--- config.mk ---
export PLATFORM = sky130hd
export DESIGN_NAME = alu_arbiter_flat
export DESIGN_NICKNAME = d
export VERILOG_FILES = /design/src/rtl/alu_arbiter_if.sv /design/src/rtl/alu_arbiter.sv /design/src/flat_wrapper.sv
export SDC_FILE = /design/constraint.sdc
export NUM_CORES = 1
export LEC_CHECK = 0
export ABC_CLOCK_PERIOD_IN_PS = 7200
export CAP_MARGIN = 10
export CELL_PAD_IN_SITES_DETAIL_PLACEMENT = 0
export CELL_PAD_IN_SITES_GLOBAL_PLACEMENT = 2
export CORE_ASPECT_RATIO = 0.6
export CORE_MARGIN = 2
export CORE_UTILIZATION = 24
export DETAILED_ROUTE_END_ITERATION = 8
export PLACE_DENSITY_LB_ADDON = 0.1
export REMOVE_ABC_BUFFERS = 1
export SYNTH_ARGS = -nofsm -noshare
export SYNTH_HDL_FRONTEND = slang
export SYNTH_SLANG_ARGS = --single-unit
--- constraint.sdc ---
create_clock -name clk -period 7.2 [get_ports clk]
set_clock_uncertainty 0.05 [all_clocks]
set_input_delay 1.08 -clock clk [delete_from_list [all_inputs] [get_ports clk]]
set_output_delay 1.08 -clock clk [all_outputs]
set_load 0.005 [all_outputs]
--- src/rtl/alu_arbiter_if.sv ---
// Requester-side port of the shared-ALU arbiter: operation request plus response channel.
interface alu_arbiter_if;
  logic        req_valid;
  logic        req_ready;
  logic [3:0]  req_ctl;
  logic [31:0] req_a;
  logic [31:0] req_b;
  logic        rsp_valid;
  logic        rsp_ready;
  logic [31:0] rsp_result;
  logic        rsp_zero;
  logic        rsp_illegal;

  // Requester view
  modport master (
    output req_valid, req_ctl, req_a, req_b, rsp_ready,
    input  req_ready, rsp_valid, rsp_result, rsp_zero, rsp_illegal
  );

  // Arbiter view
  modport slave (
    input  req_valid, req_ctl, req_a, req_b, rsp_ready,
    output req_ready, rsp_valid, rsp_result, rsp_zero, rsp_illegal
  );
endinterface

--- src/rtl/alu_arbiter.sv ---
// Round-robin arbiter time-sharing one 32-bit MIPS ALU between two requesters.
// One operation is outstanding at a time; results are registered and returned
// only to the issuing port. A held result can be consumed and replaced in the
// same cycle, so a port with rsp_ready tied high streams one op per cycle.
module alu_arbiter (
  input logic          clk,
  input logic          reset,
  alu_arbiter_if.slave port0,
  alu_arbiter_if.slave port1
);

  typedef enum logic [0:0] {StIdle, StHold} state_t;

  state_t           state_q;
  logic             own_q;
  logic             last_q;
  logic [1:0]       valid_q;
  logic [1:0][31:0] result_q;
  logic [1:0]       zero_q;
  logic [1:0]       illegal_q;

  logic [1:0]  req_valid;
  logic [1:0]  req_ready;
  logic [1:0]  rsp_ready;
  logic        winner;
  logic        can_accept;
  logic        accept;
  logic [3:0]  op_ctl;
  logic [31:0] op_a;
  logic [31:0] op_b;
  logic [31:0] alu_result;
  logic        alu_illegal;

  assign req_valid = {port1.req_valid, port0.req_valid};
  assign rsp_ready = {port1.rsp_ready, port0.rsp_ready};

  // Winner: a lone valid requester wins; on a tie the one not granted last wins.
  always_comb begin
    winner = 1'b0;
    if (req_valid == 2'b11) begin
      winner = ~last_q;
    end else if (req_valid[1]) begin
      winner = 1'b1;
    end
  end

  // A slot is free when idle, or when the owner drains its result this cycle.
  assign can_accept = !reset && ((state_q == StIdle) || rsp_ready[own_q]);

  // Ready is only raised towards the winning, valid requester.
  always_comb begin
    req_ready    = 2'b00;
    req_ready[0] = can_accept && req_valid[0] && !winner;
    req_ready[1] = can_accept && req_valid[1] && winner;
  end

  assign accept = |(req_valid & req_ready);

  assign op_ctl = winner ? port1.req_ctl : port0.req_ctl;
  assign op_a   = winner ? port1.req_a   : port0.req_a;
  assign op_b   = winner ? port1.req_b   : port0.req_b;

  // Shared ALU: SLT is unsigned; unknown codes yield zero and flag illegal.
  always_comb begin
    alu_result  = '0;
    alu_illegal = 1'b0;
    case (op_ctl)
      4'b0000: alu_result = op_a & op_b;
      4'b0001: alu_result = op_a | op_b;
      4'b0010: alu_result = op_a + op_b;
      4'b0110: alu_result = op_a - op_b;
      4'b0111: alu_result = {31'b0, (op_a < op_b)};
      default: alu_illegal = 1'b1;
    endcase
  end

  // FSM with per-port registered response outputs; non-owner outputs held at zero.
  always_ff @(posedge clk) begin
    if (reset) begin
      state_q   <= StIdle;
      own_q     <= 1'b0;
      last_q    <= 1'b1;
      valid_q   <= 2'b00;
      result_q  <= '0;
      zero_q    <= 2'b00;
      illegal_q <= 2'b00;
    end else if (accept) begin
      state_q     <= StHold;
      own_q       <= winner;
      last_q      <= winner;
      valid_q     <= {winner, ~winner};
      result_q[0] <= winner ? 32'd0 : alu_result;
      result_q[1] <= winner ? alu_result : 32'd0;
      zero_q      <= {winner && (alu_result == '0), !winner && (alu_result == '0)};
      illegal_q   <= {winner && alu_illegal, !winner && alu_illegal};
    end else if ((state_q == StHold) && rsp_ready[own_q]) begin
      state_q   <= StIdle;
      valid_q   <= 2'b00;
      result_q  <= '0;
      zero_q    <= 2'b00;
      illegal_q <= 2'b00;
    end
  end

  assign port0.req_ready   = req_ready[0];
  assign port1.req_ready   = req_ready[1];
  assign port0.rsp_valid   = valid_q[0];
  assign port1.rsp_valid   = valid_q[1];
  assign port0.rsp_result  = result_q[0];
  assign port1.rsp_result  = result_q[1];
  assign port0.rsp_zero    = zero_q[0];
  assign port1.rsp_zero    = zero_q[1];
  assign port0.rsp_illegal = illegal_q[0];
  assign port1.rsp_illegal = illegal_q[1];

endmodule
--- src/flat_wrapper.sv ---
// flat-port wrapper written by rule: the top's interface ports become plain ports
module alu_arbiter_flat 
  (clk, reset, port0_req_valid, port0_req_ctl, port0_req_a, port0_req_b, port0_rsp_ready, port0_req_ready, port0_rsp_valid, port0_rsp_result, port0_rsp_zero, port0_rsp_illegal, port1_req_valid, port1_req_ctl, port1_req_a, port1_req_b, port1_rsp_ready, port1_req_ready, port1_rsp_valid, port1_rsp_result, port1_rsp_zero, port1_rsp_illegal);
  alu_arbiter_if port0_i ();
  alu_arbiter_if port1_i ();
  input logic clk;
  input logic reset;
  input wire logic [$bits(port0_i.req_valid)-1:0] port0_req_valid;
  input wire logic [$bits(port0_i.req_ctl)-1:0] port0_req_ctl;
  input wire logic [$bits(port0_i.req_a)-1:0] port0_req_a;
  input wire logic [$bits(port0_i.req_b)-1:0] port0_req_b;
  input wire logic [$bits(port0_i.rsp_ready)-1:0] port0_rsp_ready;
  output wire logic [$bits(port0_i.req_ready)-1:0] port0_req_ready;
  output wire logic [$bits(port0_i.rsp_valid)-1:0] port0_rsp_valid;
  output wire logic [$bits(port0_i.rsp_result)-1:0] port0_rsp_result;
  output wire logic [$bits(port0_i.rsp_zero)-1:0] port0_rsp_zero;
  output wire logic [$bits(port0_i.rsp_illegal)-1:0] port0_rsp_illegal;
  input wire logic [$bits(port1_i.req_valid)-1:0] port1_req_valid;
  input wire logic [$bits(port1_i.req_ctl)-1:0] port1_req_ctl;
  input wire logic [$bits(port1_i.req_a)-1:0] port1_req_a;
  input wire logic [$bits(port1_i.req_b)-1:0] port1_req_b;
  input wire logic [$bits(port1_i.rsp_ready)-1:0] port1_rsp_ready;
  output wire logic [$bits(port1_i.req_ready)-1:0] port1_req_ready;
  output wire logic [$bits(port1_i.rsp_valid)-1:0] port1_rsp_valid;
  output wire logic [$bits(port1_i.rsp_result)-1:0] port1_rsp_result;
  output wire logic [$bits(port1_i.rsp_zero)-1:0] port1_rsp_zero;
  output wire logic [$bits(port1_i.rsp_illegal)-1:0] port1_rsp_illegal;
  assign port0_i.req_valid = port0_req_valid;
  assign port0_i.req_ctl = port0_req_ctl;
  assign port0_i.req_a = port0_req_a;
  assign port0_i.req_b = port0_req_b;
  assign port0_i.rsp_ready = port0_rsp_ready;
  assign port0_req_ready = port0_i.req_ready;
  assign port0_rsp_valid = port0_i.rsp_valid;
  assign port0_rsp_result = port0_i.rsp_result;
  assign port0_rsp_zero = port0_i.rsp_zero;
  assign port0_rsp_illegal = port0_i.rsp_illegal;
  assign port1_i.req_valid = port1_req_valid;
  assign port1_i.req_ctl = port1_req_ctl;
  assign port1_i.req_a = port1_req_a;
  assign port1_i.req_b = port1_req_b;
  assign port1_i.rsp_ready = port1_rsp_ready;
  assign port1_req_ready = port1_i.req_ready;
  assign port1_rsp_valid = port1_i.rsp_valid;
  assign port1_rsp_result = port1_i.rsp_result;
  assign port1_rsp_zero = port1_i.rsp_zero;
  assign port1_rsp_illegal = port1_i.rsp_illegal;
  alu_arbiter u_core (.clk(clk), .reset(reset), .port0(port0_i), .port1(port1_i));
endmodule
After elaboration in Yosys (flattened, before gate mapping)
Cells that the tools add are included.
{"block": "totals", "regBits": 73, "input_bits": 142, "output_inout_bits": 72, "word_cells": 60}
{"block": "classes", "addsub": 2, "magnitude_cmp": 2, "eq_ne": 5, "mux": 19, "n_bitwise": 6, "n_reduce_logical": 18}
{"cell": "32-bit one-hot mux with 5 select lines", "n": 1}
{"cell": "32-bit 2-to-1 mux", "n": 4}
{"cell": "64-bit 2-to-1 mux", "n": 2}
{"cell": "32-bit adder", "n": 1}
{"cell": "32-bit AND", "n": 1}
{"cell": "32-bit zero test", "n": 1}
{"cell": "32-bit less-than comparator", "n": 1}
{"cell": "32-bit OR", "n": 1}
{"cell": "32-bit subtractor", "n": 1}
{"cell": "1-bit logical AND", "n": 10}
{"cell": "4-bit by 3-bit equality test with 1-bit output (second input constant)", "n": 2}
{"cell": "2-bit 2-to-1 mux", "n": 4}
{"cell": "1-bit 2-to-1 mux", "n": 7}
{"cell": "5-bit OR reduction", "n": 1}
{"cell": "4-bit by 1-bit equality test with 1-bit output (second input constant)", "n": 1}
{"cell": "4-bit by 2-bit equality test with 1-bit output (second input constant)", "n": 1}
{"cell": "4-bit zero test", "n": 1}
{"cell": "4-bit 2-to-1 mux", "n": 1}
{"cell": "1-bit NOT", "n": 3}
{"cell": "2-bit AND", "n": 1}
{"cell": "2-bit equality test (second input constant)", "n": 1}
{"cell": "1-bit zero test", "n": 2}
{"cell": "1-bit by 2-bit less-than comparator with 1-bit output (second input constant)", "n": 1}
{"cell": "2-bit nonzero test", "n": 1}
{"cell": "2 further kinds", "n": 2}

Longest topological paths before layout
{"block": "logic_depth", "ltp_word": 9, "ltp_mapped": 20, "depth_no_buf": 16}

Least setup slack after synthesis
No wires, ideal clock.
{"block": "synth_path", "path_type": "input to register", "startpoint": "input port port1_req_valid", "endpoint": "register u_core.zero_q[1]", "setup_ps": 61, "t_arrival_ps": 6113, "required_time_ps": 7089, "setup_slack_ps": 977, "path_stages": 19, "n_path_buf": 4, "cell_sequence": "a21boi_1 > buf_2 > clkbuf_1 > buf_1 > clkbuf_1 > mux2_2 > ha_1 > fa_1 > a21o_1 > a221o_2 > a211oi_4 > o21ai_2 > a221o_1 > a22o_1 > a31o_1 > nor4_2 > nand4_1 > and4b_1 > a32o_1"}
{"block": "synth_between", "elab_chain_cells": 8, "word_cells_on_any_way": 27, "cone_classes": "2 x add/sub; 1 x order compare; 5 x eq/ne; 7 x mux; 3 x bitwise; 9 x reduce/logical"}
{"element": "start: declaration", "line": "flat_wrapper.sv:18", "source": "input wire logic [$bits(port1_i.req_valid)-1:0] port1_req_valid;"}
{"element": "2-bit equality test or 1-bit 2-to-1 mux (tied branches)", "line": "alu_arbiter.sv:40, alu_arbiter.sv:42"}
{"element": "1-bit 2-to-1 mux", "line": "alu_arbiter.sv:40", "source": "if (req_valid == 2'b11) begin"}
{"element": "32-bit 2-to-1 mux, or another cell as far along", "line": "alu_arbiter.sv:60", "source": "assign op_a = winner ? port1.req_a : port0.req_a;"}
{"element": "32-bit subtractor, or another cell as far along", "line": "alu_arbiter.sv:71", "source": "4'b0110: alu_result = op_a - op_b;"}
{"element": "32-bit one-hot mux with 5 select lines", "line": "alu_arbiter.sv:67", "source": "case (op_ctl)"}
{"element": "32-bit zero test", "line": "alu_arbiter.sv:94", "source": "zero_q <= {winner && (alu_result == '0), !winner && (alu_result == '0)};"}
{"element": "1-bit logical AND", "line": "alu_arbiter.sv:94"}
{"element": "2-bit 2-to-1 mux", "line": "alu_arbiter.sv:87", "source": "end else if (accept) begin"}
{"element": "end signal: assignment", "line": "alu_arbiter.sv:94"}
{"element": "end: declaration", "line": "alu_arbiter.sv:19", "source": "logic [1:0] zero_q;"}
Parallel ways exist; a longest one is shown, timed or not.
A chain may end at the register's enable or synchronous reset.

Worst setup path in the final report
{"block": "layout_path", "startpoint": "input port port1_req_valid", "endpoint": "register u_core.zero_q[0]"}
Same word-level chain as after synthesis.

==> flow_summary_export.csv <==
group,metric,value,unit
outcome,status,"completed",
timing,final_hold_viol_count,0,
grt,antenna_found_initial,0,
critical_path,critPathBufInv,3,
floorplan,coreArea,36300,um2
grt,grt_pass1_wl,61200,um
pwr,irDropWorstVdd,0.133,mV
floorplan,rows,54,
clocking,cts_setup_buffers,0,
placement,dpl_worst_slack,541,ps
synthesis,ys_seq_area_share,16.6,%
grt,grt_pass1_vias,9450,
layout,fin_area,11800,um2
critical_path,cp.arrival,6620,ps
floorplan,die_w,251,um
critical_path,r2r_start,"u_core.last_q",
run,max_cap_violations,0,
clocking,cts_inserted_buffers,9,
layout,syn_to_final_growth,33.8,%
routing,drt_iter0_drc,857,
clocking,cts_max_level,3,
routing,drc,0,
timing,rsz0062_at_grt,"no",
critical_path,slowest_stage,"or3_1",
synthesis,synth_common_cells,"nor2_1 (159), inv_1 (99), ha_1 (96)",
floorplan,start_util,24.3,%
timing,drv_slew,0,
synthesis,avgSynthCellArea,7.36,um2
timing,timing.hold.ws,413,ps
placement,place.gp.congestion,0.886,
routing,via_per_inst,5.25,
grt,grt_util_all_layers,20.9,%
synthesis,synth_most_common_cell,"nor2_1",
worst_hold_path,min_from,"u_core.valid_q[1]",
floorplan,fp.dieH,152,um
floorplan,die-area,38300,um2
synthesis,ys.flop_type,"dfxtp_1",
placement,io_buffers,213,
clocking,clk_latency,350,ps
critical_path,cp-startpoint,"port1_req_valid",
clocking,path_clk_slew,60,ps
routing,routedWlPerCell,21.8,um
grt,grt_overflow,0,
clocking,cts_sinks,73,
pwr,fin_total_pwr,1.97,mW
layout,fin_cells,1856,
clocking,root_buffer,"clkbuf_16",
synthesis,netlist.area_leader.share,16.6,%
critical_path,crit_family,"compound AO/OA/AOI/OAI gates",
synthesis,synth_warnings,0,
synthesis,synth_area,8820,um2
clocking,tritoncts,"yes",
layout,drive_above_1_share,10.6,%
synthesis,synth_top_area_cell,"dfxtp_1",
layout,nets,1616,
synthesis,synth_top_cells_by_area,"dfxtp_1 (17%), ha_1 (14%), mux2_2 (8.2%), nor2_1 (6.8%), a22oi_1 (4.8%)",
placement,place_area,11500,um2
synthesis,synth.distinct_cells,83,
critical_path,slowest_delay,560,ps
timing,timing.setup.tns,0,ps
clocking,cts_resized,0,
critical_path,timing_worst_setup_path_type,"in2reg",
synthesis,synthArstFlopShare,0,%
clocking,clockBufferDepth,2,
placement,hpwl,31400,um
synthesis,syn_inst,1198,
worst_hold_path,hold_class,"reg2reg",
timing,layout_min_cycle_time,6370,ps
routing,vias,9748,
critical_path,cp-start-kind,"input port",
timing,worst_pin_slew,1030,ps
critical_path,crit_required,7450,ps
clocking,postCtsHoldBufs,0,
synthesis,synth_seq_cells,73,
floorplan,ios,214,
synthesis,synth-edff-count,0,
layout,antenna_cells,0,
pwr,power.leakage,4.73,nW
routing,wirelength,40400,um
placement,dp_cells,1841,
critical_path,worstSetupEndpointType,"flop",
layout,fill_cells,3879,
layout,fin_util,32.5,%
timing,timing.final.crit_share,88.5,%
routing,ant_nets,0,
routing,dr.pass1.iters,5,
critical_path,crit_chain,"clkdlybuf4s50_1 > a21boi_4 > buf_12 > mux2_2 > ha_1 > inv_1 > a21oi_1 > o221ai_1 > nand2_1 > o2111ai_1 > or3_1 > a21o_1 > a2111oi_2 > nand4_1 > and4b_1 > a32o_1",
critical_path,critical_path.max_fanout,61,
timing,max_freq,157,MHz
timing,finalSetupViolations,0,
grt,grt_max_degree,69,
pwr,p_per_area,167,nW/um2
timing,postLayoutSetupSlackWorst,826,ps
timing,maxSlewHeadroom,29.8,%
[cell usage in the layout (no fill, tap or decap), types with 15 or more instances in the layout]
cell type and n:
buf_4 32, clkdlybuf4s50_1 212, dfxtp_1 73, nor4_1 16, a22oi_1 56, mux2_2 64
a211oi_1 20, inv_1 99, nor3_1 29, a21o_1 18, o31ai_1 15, mux2i_1 18
o211ai_1 22, nand2_1 79, ha_1 96, nand3_1 17, a21oi_1 79, o21ai_0 45
nor2_1 159
[tightest hold or removal path, cell delays in order (launching register included)]
cell	delay (ps)
dfxtp_1	320
nand2_1	60
nand2_1	40
[logic make-up (layout without fill, tap and decap cells)]
group,after synthesis,count (layout),share of synthesized area [%]
AND/OR/NAND/NOR,381,381,20.2
AO/OA/AOI/OAI,379,379,30.3
buffers and inverters,178,360,7.90
adder cells (fa/ha/maj),98,98,14.1
multiplexers,84,84,10.4
flip-flops,73,73,16.6
XOR/XNOR,5,5,0.497
[routing by layer]
layer | part of all wire, % | track usage [%]
met5 | 0 | 0
met4 | 1.0 | 3.34
met3 | 4.6 | 3.37
met2 | 41 | 30.8
met1 | 53 | 32.0
[state kept, by name, summed over array words and instances, names as in the netlist]
signal and flops:
u_core.state_q 1, u_core.illegal_q 2, u_core.port1.rsp_result 32, u_core.port0.rsp_result 32, u_core.own_q 1, u_core.valid_q 2
u_core.zero_q 2, u_core.last_q 1
[final cells by class]
cell class	instances	area, um2	area share, %
Clock inverter	5	56.3	0.477
Timing Repair Buffer	246	2390	20.2
Tap cell	476	596	5.05
Sequential cell	73	1460	12.4
Multi-Input combinational cell	947	6680	56.7
Inverter	99	372	3.15
Clock buffer	10	239	2.03
[report_power, final]
part,leakage [nW],total (mW),switching (mW),internal (mW)
Clock,0.144,0.482,0.206,0.276
Combinational,3.99,1.06,0.652,0.407
Sequential,0.591,0.427,0.00878,0.418
[path summary, 6_finish.rpt]
check	cells past startpoint	slack, ps	endpoint
setup / recovery	16	830	u_core.zero_q[0]
hold / removal	2	410	u_core.valid_q[1]
setup reg to reg	15	1750	u_core.zero_q[0]
hold reg to reg	2	410	u_core.valid_q[1]
No activity file was read; power rests on OpenSTA's default activity.
